===== src/rtl/sine_lut_phase_scheduler.sv =====
// -----------------------------------------------------------------------------
// sine_lut_phase_scheduler
//
// Shares one single-port sine half-wave LUT ROM between three phase channels
// (A, B, C) to build a three-phase modulating set for the PWM comparators.
// A clock divider produces the sample tick. On each tick the common phase
// index p is turned into three positions: A = p, B = p + OFFSET_B and
// C = p + OFFSET_C, with B and C wrapped into one period. Each position is
// folded onto the half-wave table, and the fold also decides the sign. The
// three table reads are issued back to back. The signed results are published
// together with a single-cycle out_valid strobe.
//
// Ports:
//   clk       system clock
//   rst_n     asynchronous active-low reset
//   en        run enable (gates the sample tick only; an in-flight read
//             sequence always completes)
//   rom_rd    LUT read strobe
//   rom_addr  LUT address (holds its last value while rom_rd = 0)
//   rom_data  LUT magnitude, valid the cycle after rom_rd
//   out_a/b/c signed two's-complement samples
//   out_valid one-cycle strobe; all three outputs update together
//   busy      high while a read sequence is in flight
// -----------------------------------------------------------------------------
module sine_lut_phase_scheduler #(
  parameter int CLK_DIV    = 12,
  parameter int HALF_DEPTH = 10000,
  parameter int ADDR_W     = 14,
  parameter int DATA_W     = 12,
  parameter int OFFSET_B   = 6667,
  parameter int OFFSET_C   = 13333
) (
  input  logic              clk,
  input  logic              rst_n,
  input  logic              en,
  output logic              rom_rd,
  output logic [ADDR_W-1:0] rom_addr,
  input  logic [DATA_W-1:0] rom_data,
  output logic [DATA_W-1:0] out_a,
  output logic [DATA_W-1:0] out_b,
  output logic [DATA_W-1:0] out_c,
  output logic              out_valid,
  output logic              busy
);

  localparam int PERIOD = 2 * HALF_DEPTH;
  localparam int POS_W  = $clog2(PERIOD);
  localparam int DIV_W  = $clog2(CLK_DIV);

  typedef enum logic [2:0] {
    S_IDLE,
    S_RD_A,
    S_RD_B,
    S_RD_C,
    S_CAP_C
  } state_e;

  // Table address and sign of one channel after half-wave folding.
  typedef struct packed {
    logic [ADDR_W-1:0] addr;
    logic              neg;
  } fold_t;

  // Position of a channel offset from p, wrapped into [0, PERIOD).
  // The sum is one bit wider so p + offset cannot overflow before the wrap.
  function automatic logic [POS_W-1:0] offset_pos(input logic [POS_W-1:0] p,
                                                  input int offset);
    logic [POS_W:0] sum;
    sum = {1'b0, p} + (POS_W+1)'(offset);
    if (sum >= (POS_W+1)'(PERIOD)) sum = sum - (POS_W+1)'(PERIOD);
    return sum[POS_W-1:0];
  endfunction

  // The second half period mirrors the first with the sign inverted.
  function automatic fold_t fold(input logic [POS_W-1:0] pos);
    fold_t f;
    if (pos < POS_W'(HALF_DEPTH)) begin
      f.addr = ADDR_W'(pos);
      f.neg  = 1'b0;
    end else begin
      f.addr = ADDR_W'(pos - POS_W'(HALF_DEPTH));
      f.neg  = 1'b1;
    end
    return f;
  endfunction

  function automatic logic [DATA_W-1:0] apply_sign(input logic [DATA_W-1:0] mag,
                                                   input logic neg);
    // The magnitude never exceeds 2^(DATA_W-1)-1, so the negation always fits.
    // Negating zero gives zero.
    return neg ? -mag : mag;
  endfunction

  // State registers and their next-state values
  state_e              state_q, state_d;
  logic [DIV_W-1:0]    div_q, div_d;
  logic [POS_W-1:0]    p_q, p_d;
  logic [ADDR_W-1:0]   addr_b_q, addr_b_d;
  logic [ADDR_W-1:0]   addr_c_q, addr_c_d;
  logic                neg_a_q, neg_a_d;
  logic                neg_b_q, neg_b_d;
  logic                neg_c_q, neg_c_d;
  logic [DATA_W-1:0]   data_a_q, data_a_d;
  logic [DATA_W-1:0]   data_b_q, data_b_d;
  logic                rom_rd_q, rom_rd_d;
  logic [ADDR_W-1:0]   rom_addr_q, rom_addr_d;
  logic [DATA_W-1:0]   out_a_q, out_a_d;
  logic [DATA_W-1:0]   out_b_q, out_b_d;
  logic [DATA_W-1:0]   out_c_q, out_c_d;
  logic                out_valid_q, out_valid_d;

  logic                tick;
  fold_t               fold_a, fold_b, fold_c;

  always_comb begin
    // NOTE: every signal driven here gets a value before any branch, so an
    // unhandled path holds the register through its _q copy instead of
    // inferring a latch.
    state_d     = state_q;
    p_d         = p_q;
    addr_b_d    = addr_b_q;
    addr_c_d    = addr_c_q;
    neg_a_d     = neg_a_q;
    neg_b_d     = neg_b_q;
    neg_c_d     = neg_c_q;
    data_a_d    = data_a_q;
    data_b_d    = data_b_q;
    rom_rd_d    = 1'b0;
    rom_addr_d  = rom_addr_q;
    out_a_d     = out_a_q;
    out_b_d     = out_b_q;
    out_c_d     = out_c_q;
    out_valid_d = 1'b0;

    fold_a = fold(p_q);
    fold_b = fold(offset_pos(p_q, OFFSET_B));
    fold_c = fold(offset_pos(p_q, OFFSET_C));

    // The divider is held at 0 while disabled, so re-enabling always gives a
    // full CLK_DIV interval before the next tick.
    tick = en && (div_q == DIV_W'(CLK_DIV - 1));
    if (!en || tick) div_d = '0;
    else             div_d = div_q + 1'b1;

    // rom_rd/rom_addr are registered, so each state sets them for the state
    // it is about to enter. Ticks outside IDLE are ignored.
    unique case (state_q)
      S_IDLE: begin
        if (tick) begin
          neg_a_d    = fold_a.neg;
          addr_b_d   = fold_b.addr;
          neg_b_d    = fold_b.neg;
          addr_c_d   = fold_c.addr;
          neg_c_d    = fold_c.neg;
          p_d        = (p_q == POS_W'(PERIOD - 1)) ? '0 : p_q + 1'b1;
          rom_rd_d   = 1'b1;
          rom_addr_d = fold_a.addr;
          state_d    = S_RD_A;
        end
      end
      S_RD_A: begin
        rom_rd_d   = 1'b1;
        rom_addr_d = addr_b_q;
        state_d    = S_RD_B;
      end
      S_RD_B: begin
        data_a_d   = rom_data;
        rom_rd_d   = 1'b1;
        rom_addr_d = addr_c_q;
        state_d    = S_RD_C;
      end
      S_RD_C: begin
        data_b_d = rom_data;
        state_d  = S_CAP_C;
      end
      S_CAP_C: begin
        out_a_d     = apply_sign(data_a_q, neg_a_q);
        out_b_d     = apply_sign(data_b_q, neg_b_q);
        out_c_d     = apply_sign(rom_data, neg_c_q);
        out_valid_d = 1'b1;
        state_d     = S_IDLE;
      end
      default: state_d = S_IDLE;
    endcase
  end

  // Reset is asynchronous, so a mid-sequence reset aborts the sequence at
  // once. No out_valid follows it.
  always_ff @(posedge clk or negedge rst_n) begin
    if (!rst_n) begin
      state_q     <= S_IDLE;
      div_q       <= '0;
      p_q         <= '0;
      addr_b_q    <= '0;
      addr_c_q    <= '0;
      neg_a_q     <= 1'b0;
      neg_b_q     <= 1'b0;
      neg_c_q     <= 1'b0;
      data_a_q    <= '0;
      data_b_q    <= '0;
      rom_rd_q    <= 1'b0;
      rom_addr_q  <= '0;
      out_a_q     <= '0;
      out_b_q     <= '0;
      out_c_q     <= '0;
      out_valid_q <= 1'b0;
    end else begin
      // NOTE: non-blocking assignments make every register sample its _d
      // value from before the edge, whatever order these lines are in.
      state_q     <= state_d;
      div_q       <= div_d;
      p_q         <= p_d;
      addr_b_q    <= addr_b_d;
      addr_c_q    <= addr_c_d;
      neg_a_q     <= neg_a_d;
      neg_b_q     <= neg_b_d;
      neg_c_q     <= neg_c_d;
      data_a_q    <= data_a_d;
      data_b_q    <= data_b_d;
      rom_rd_q    <= rom_rd_d;
      rom_addr_q  <= rom_addr_d;
      out_a_q     <= out_a_d;
      out_b_q     <= out_b_d;
      out_c_q     <= out_c_d;
      out_valid_q <= out_valid_d;
    end
  end

  assign rom_rd    = rom_rd_q;
  assign rom_addr  = rom_addr_q;
  assign out_a     = out_a_q;
  assign out_b     = out_b_q;
  assign out_c     = out_c_q;
  assign out_valid = out_valid_q;
  assign busy      = (state_q != S_IDLE);

endmodule


===== config.mk =====
export PLATFORM = sky130hd
export DESIGN_NAME = sine_lut_phase_scheduler
export DESIGN_NICKNAME = d
export VERILOG_FILES = /design/src/rtl/sine_lut_phase_scheduler.sv
export SDC_FILE = /design/constraint.sdc
export NUM_CORES = 1
export LEC_CHECK = 0
export CORE_AREA = 2 2 139 141
export CTS_BUF_LIST = sky130_fd_sc_hd__clkbuf_4 sky130_fd_sc_hd__clkbuf_8
export CTS_CLUSTER_DIAMETER = 120
export DETAILED_ROUTE_END_ITERATION = 8
export DIE_AREA = 0 0 141 143
export PLACE_DENSITY = 0.61
export SLEW_MARGIN = 20
export SYNTH_ARGS = -nofsm -noshare
export SYNTH_HDL_FRONTEND = slang
export SYNTH_SLANG_ARGS = --single-unit
export TNS_END_PERCENT = 50

===== constraint.sdc =====
create_clock -name clk -period 7.19 [get_ports clk]
set_input_delay 1.0785 -clock clk [delete_from_list [all_inputs] [get_ports clk]]
set_output_delay 1.0785 -clock clk [all_outputs]
set_load 0.03 [all_outputs]

Yosys cells after proc, flatten, opt, wreduce, memory -nomap -nowiden
Cells that the tools add are included.

operators by class
  $add $sub $neg = 12
  $lt $le $gt $ge = 5
  equality and inequality tests = 7
  muxes and demuxes = 17
  reduce and logical (&&, ||, !) cells = 9

operator list
  kind                                                                                    count
  15-bit 2-to-1 mux                                                                       6
  15-bit by 14-bit less-than comparator with 1-bit output (second input constant)         3
  14-bit case mux with 3 select lines                                                     1
  14-bit subtractor (second input constant)                                               3
  12-bit 2-to-1 mux                                                                       3
  12-bit negator                                                                          3
  16-bit by 15-bit greater-or-equal comparator with 1-bit output (second input constant)  2
  15-bit subtractor (second input constant)                                               2
  15-bit by 13-bit adder with 16-bit output (second input constant)                       1
  15-bit by 14-bit adder with 16-bit output (second input constant)                       1
  15-bit by 1-bit adder with 15-bit output (second input constant)                        1
  15-bit == test (second input constant)                                                  1
  14-bit 2-to-1 mux                                                                       1
  3-bit case mux with 4 select lines                                                      1
  3-bit by 2-bit == test with 1-bit output (second input constant)                        2
  3-bit nonzero test                                                                      2
  4-bit by 1-bit adder with 4-bit output (second input constant)                          1
  4-bit == test (second input constant)                                                   1
  4-bit 2-to-1 mux                                                                        1
  2-bit AND reduction                                                                     2
  3-bit by 1-bit == test with 1-bit output (second input constant)                        1
  3-bit == test (second input constant)                                                   1
  3-bit zero test                                                                         1
  3-bit 2-to-1 mux                                                                        1
  7 further kinds                                                                         8

word-level totals
  register bits after elaboration = 129
  input port bits = 15
  output and inout bits = 53
  word-level logic and storage cells = 66

Logic depth before layout (Yosys ltp)
  depth in word-level cells = 5
  gate-level depth with buffers = 18
  depth with buffers taken out = 17

Worst setup path after synthesis
Ideal clock, no wire load.

  kind = register -> register
  start = register p_q[1]
  end = register addr_b_q[12]
  library setup time = 0.094 ns
  data arrival time = 3.737 ns
  data required time = 7.096 ns
  setup slack = 3.359 ns
  stages on the path, launching flop included = 15
  buffers on the path = 1
  clock period less this slack = 3.831 ns
  cells stage by stage = dfrtp_1 > clkbuf_1 > inv_1 > ha_1 > nand2b_1 > a21o_1 > a311oi_4 > o22a_1 > o211ai_2 > nor2_4 > mux2_2 > a311oi_4 > nor2_2 > and4_1 > a211oi_1

between the ends
  longest elaborated chain between the ends = 5
  elaborated cells on any way between the ends = 7
  classes of those cells = add/sub: 3; order compare: 2; mux: 2

ends and longest elaborated chain
  element                                                                                                     RTL line  RTL
  from (decl)                                                                                                 97        logic [POS_W-1:0] p_q, p_d;
  from (signal assigned)                                                                                      212       p_q <= p_d;
  15-bit by 13-bit adder with 16-bit output *                                                                 69        sum = {1'b0, p} + (POS_W+1)'(offset);
  15-bit subtractor / 16-bit by 15-bit greater-or-equal comparator with 1-bit output (equally long branches)  70        if (sum >= (POS_W+1)'(PERIOD)) sum = sum - (POS_W+1)'(PERIOD);
  15-bit 2-to-1 mux *                                                                                         70
  14-bit subtractor / 15-bit by 14-bit less-than comparator with 1-bit output (equally long branches)         81, 77
  15-bit 2-to-1 mux *                                                                                         77        if (pos < POS_W'(HALF_DEPTH)) begin
  to (signal assigned)                                                                                        213       addr_b_q <= addr_b_d;
  to (decl)                                                                                                   98        logic [ADDR_W-1:0] addr_b_q, addr_b_d;

Every way passes the cells marked *; elsewhere a longest branch is shown, timed or not.
A chain may end at the register's enable or synchronous reset.

Worst setup path in the final report
  start = register p_q[4]
  end = register addr_b_q[12]

Same word-level chain as after synthesis.

==> results.rst <==
.. list-table::
   :header-rows: 1

   * - Metric
     - Value
   * - Kind of end point of the critical path
     - flop
   * - Post-Route Utilization
     - 0.505
   * - Max Fclk
     - 221 MHz
   * - Maximum fanout along the worst path
     - 15
   * - Required time reported for the critical path endpoint
     - 7.52 ns
   * - Worst-skew pair later-pin latency
     - between 0.4 and 0.5 ns
   * - Average via count per standard cell
     - around 5.6
   * - Final instance area
     - between 9000 and 10000 µm²
   * - Count of buffers from port buffering
     - 67
   * - Cts-stage hold buffer count
     - 0
   * - Switching part of the total
     - 0.404
   * - Via count of the first global-routing pass
     - ~6600
   * - Count of final max-slew check failures
     - 0
   * - Final critical-path share of the clock period
     - 0.629
   * - Vias
     - just under 7000
   * - Largest net degree at the start of global routing
     - 74
   * - CTS Buf Count
     - 17
   * - R2r setup slk
     - between 2 and 3 ns
   * - Largest voltage drop on the vdd net
     - approximately 140 µV
   * - Vertical die dimension
     - between 100 and 150 µm
   * - Rel. slew slack
     - 0.328
   * - Setup total negative slack
     - 0 ns
   * - Post-layout nets
     - about 1000
   * - Post-route worst setup slack
     - ~2.7 ns
   * - Max Cap Violations
     - 0
   * - DR DRC count
     - 0
   * - Async set or reset register ratio after synthesis
     - 1.00
   * - Clock-pin slew on the worst setup and hold paths
     - approximately 0.09 ns
   * - Setup repair after global routing missed its margin
     - no
   * - Total nets after synthesis
     - 979
   * - DP Wirelength
     - around 15 mm
   * - Arrival time at the worst endpoint
     - 4.85 ns
   * - Number of distinct library cell variants in the gate-level netlist after synthesis
     - 82
   * - CTS root buf
     - sky130_fd_sc_hd__clkbuf_8
   * - N_diodes
     - 0
   * - Combinational share of power
     - 0.384
   * - H-tree depth reported by CTS
     - 4
   * - Post-Synthesis Cells
     - between 900 and 1000
   * - Pre-CTS WS
     - approximately 2.8 ns
   * - Sw power
     - 1120 µW
   * - Share of power burned in the clock network
     - 0.221
   * - Fraction of final layout cells with drive strength greater than 1
     - 0.0819
   * - Portion of total power attributed to sequential cells
     - 0.395
   * - Overall Global Routing Usage
     - 0.215
   * - Global-route wire length before repair
     - approximately 35 mm
   * - Cell Int Power
     - around 1700 µW
   * - Iter 0 DRT Violations
     - 462
   * - Number of antenna violations at the first check in global routing
     - 0
   * - Horizontal die dimension
     - roughly 140 µm
   * - Avg WL per Cell
     - between 15 and 20 µm
   * - Depth of the worst hold-timing path
     - 1
   * - Top FF cell, synth
     - sky130_fd_sc_hd__dfrtp_1
   * - Area share of the largest cell type after synthesis
     - 0.390
   * - Final setup violation count
     - 0
   * - Post-layout min period
     - roughly 4.5 ns
   * - Post-Syn Area per Cell
     - ~8.6 µm²
   * - Part of the Yosys area used for sequential elements
     - 0.390
   * - Max clock buf depth
     - 2
   * - Outcome
     - finished clean
   * - Yosys warning total
     - 0
   * - Effective utilization at floorplan
     - 0.442
   * - Count of state elements after synthesis
     - 128
   * - Count of endpoints failing hold in the final timing report
     - 0
   * - Most area-consuming cells after synthesis
     - sky130_fd_sc_hd__dfrtp_1, sky130_fd_sc_hd__nand2_1, sky130_fd_sc_hd__xnor2_1, sky130_fd_sc_hd__o21ai_0, sky130_fd_sc_hd__xor2_1
   * - Power Density
     - about 300 nW/µm²
   * - I/O pin count
     - 68
   * - Number of iterations in the first detailed-routing pass
     - 5
   * - Leakage power
     - between 0.003 and 0.004 µW
   * - GR Overflow Total
     - 0
   * - Worst-margin pin slew
     - between 1 and 1.5 ns
   * - Global placer's final weighted congestion
     - around 0.94
   * - Post-Route Skew
     - roughly 0.013 ns
   * - Syn Std Cell Area
     - between 8000 and 9000 µm²
   * - Count of cells along the worst register-to-register path
     - 16
   * - Kind of start point of the critical path
     - flop
   * - Layout overhead on the synthesized area
     - 14.3%
   * - Most common cell after layout, fill and taps aside
     - sky130_fd_sc_hd__nand2_1
   * - Clock tree from TritonCTS
     - built
   * - Highest-count cells in the layout ignoring fill and taps
     - sky130_fd_sc_hd__nand2_1, sky130_fd_sc_hd__dfrtp_1, sky130_fd_sc_hd__o21ai_0, sky130_fd_sc_hd__clkdlybuf4s50_1, sky130_fd_sc_hd__nor2_1
   * - Area of the core
     - 18600 µm²
   * - Aggregate routed wire length
     - roughly 21 mm
   * - Post-synthesis cell type with the largest combined area
     - sky130_fd_sc_hd__dfrtp_1
   * - Count of nets left with antenna violations after detail routing
     - 0
   * - Class of the tightest hold or removal check
     - reg2reg
   * - Post-Place Cell Area
     - between 9000 and 10000 µm²
   * - Post-layout power
     - 2770 µW
   * - CTS sink count
     - between 100 and 150
   * - Post-CTS setup buffer count
     - 0
   * - Crit Path Class
     - reg2reg
   * - Cell Rows
     - 50
   * - Full die area
     - approximately 20000 µm²
   * - Number of flops mapped to enable cells by yosys
     - 0
   * - CTS-repair resized insts
     - 0
==> critical path: stages, from the launching register on <==
cell and delay (ns):
sky130_fd_sc_hd__dfrtp_1 0.65, sky130_fd_sc_hd__ha_1 0.51, sky130_fd_sc_hd__clkinv_1 0.34, sky130_fd_sc_hd__a211oi_1 0.34, sky130_fd_sc_hd__a2111oi_0 0.14, sky130_fd_sc_hd__o2bb2ai_1 0.33, sky130_fd_sc_hd__nor3_2 0.50, sky130_fd_sc_hd__nor2_4 0.13
sky130_fd_sc_hd__xnor2_1 0.17, sky130_fd_sc_hd__ha_1 0.23, sky130_fd_sc_hd__nand4b_1 0.11, sky130_fd_sc_hd__a2bb2oi_1 0.08, sky130_fd_sc_hd__a41o_1 0.22, sky130_fd_sc_hd__nand2b_1 0.17, sky130_fd_sc_hd__nand2b_1 0.17, sky130_fd_sc_hd__a211oi_1 0.25
sky130_fd_sc_hd__a211oi_1 0.07
==> routing by layer <==
metal | track usage | routed length, µm | vias up
met2 | 0.356 | 9880 | 206
met4 | 0.0705 | 410 | 0
met5 | 0 | 0 | -
li1 | - | - | 3451
met3 | 0.0342 | 996 | 30
met1 | 0.290 | 9660 | 3231
==> final timing paths <==
check | start | endpoint
hold / removal | div_q[0] | div_q[0]
hold reg to reg | div_q[0] | div_q[0]
setup / recovery | p_q[4] | addr_b_q[12]
min in group asynchronous | rst_n | out_b[3]
max in group asynchronous | rst_n | data_a_q[2]
setup reg to reg | p_q[4] | addr_b_q[12]
==> through the flow <==
| step | std cells | hold slack (ns) |
|---|---|---|
| final | 1235 | 0.461 |
| after global routing | 1235 | 0.487 |
| after CTS | 1235 | 0.470 |
| after detailed placement | 1203 | 0.458 |
| after global placement | 1203 | 0.451 |
| after floorplan | 950 | 0.427 |
==> Yosys cell counts, types with 6 or more instances <==
master / count
sky130_fd_sc_hd__clkbuf_1: 33
sky130_fd_sc_hd__ha_1: 14
sky130_fd_sc_hd__or4_1: 6
sky130_fd_sc_hd__dfrtp_1: 128
sky130_fd_sc_hd__nand2b_1: 10
sky130_fd_sc_hd__mux2_2: 13
sky130_fd_sc_hd__o211ai_1: 8
sky130_fd_sc_hd__nand2_1: 150
sky130_fd_sc_hd__a31oi_1: 12
sky130_fd_sc_hd__o21ai_1: 13
sky130_fd_sc_hd__and2_1: 7
sky130_fd_sc_hd__xor2_1: 38
sky130_fd_sc_hd__buf_2: 11
sky130_fd_sc_hd__xnor2_1: 58
sky130_fd_sc_hd__or3_1: 12
sky130_fd_sc_hd__mux2i_1: 7
sky130_fd_sc_hd__nand3_1: 13
sky130_fd_sc_hd__inv_1: 27
sky130_fd_sc_hd__o21ai_0: 95
sky130_fd_sc_hd__o31ai_1: 14
sky130_fd_sc_hd__buf_1: 8
sky130_fd_sc_hd__a22oi_1: 14
sky130_fd_sc_hd__and3_1: 12
sky130_fd_sc_hd__a21oi_1: 32
sky130_fd_sc_hd__nor2_1: 62
sky130_fd_sc_hd__nor3_1: 21
sky130_fd_sc_hd__a211oi_1: 16
sky130_fd_sc_hd__nor2b_1: 12
==> cells by family (layout without fill, tap and decap cells) <==
| group | Yosys count | count (layout) | synth area share |
|---|---|---|---|
| xor gates and xnor gates | 96 | 96 | 0.102 |
| buffers and inverters | 85 | 136 | 0.0424 |
| muxes | 22 | 22 | 0.0291 |
| and+or+nand+nor | 342 | 342 | 0.199 |
| DFF | 128 | 128 | 0.390 |
| adders and majority gates | 14 | 14 | 0.0213 |
| AOI/OAI and AO/OA | 263 | 263 | 0.215 |
==> registers in the layout (all words and copies together) (netlist names) <==
signal,flops
data_b_q,12
addr_b_q,14
neg_a_q,1
rom_addr,14
rom_rd,1
neg_c_q,1
addr_c_q,13
data_a_q,12
div_q,4
out_b,12
neg_b_q,1
state_q,3
out_valid,1
out_a,12
p_q,15
out_c,12
==> power by group through the flow <==
stage | sequential [µW] | combinational, µW | clock (µW)
floorplan | 1340 | 400 | 0
global placement | 1110 | 1060 | 0
detailed placement | 1110 | 1080 | 0
CTS | 1100 | 1080 | 627
global route | 1120 | 1170 | 659
finish | 1090 | 1060 | 612
==> area by class of cell <==
| type | instances | area (µm²) |
|---|---|---|
| Clock buffer | 18 | 248 |
| Clock inverter | 14 | 135 |
| Fill cell | 1798 | 9190 |
| Inverter | 30 | 113 |
| Multi-Input combinational cell | 737 | 4670 |
| Sequential cell | 128 | 3200 |
| Tap cell | 234 | 293 |
| Timing Repair Buffer | 74 | 724 |
(Power assumes the default switching activity.)
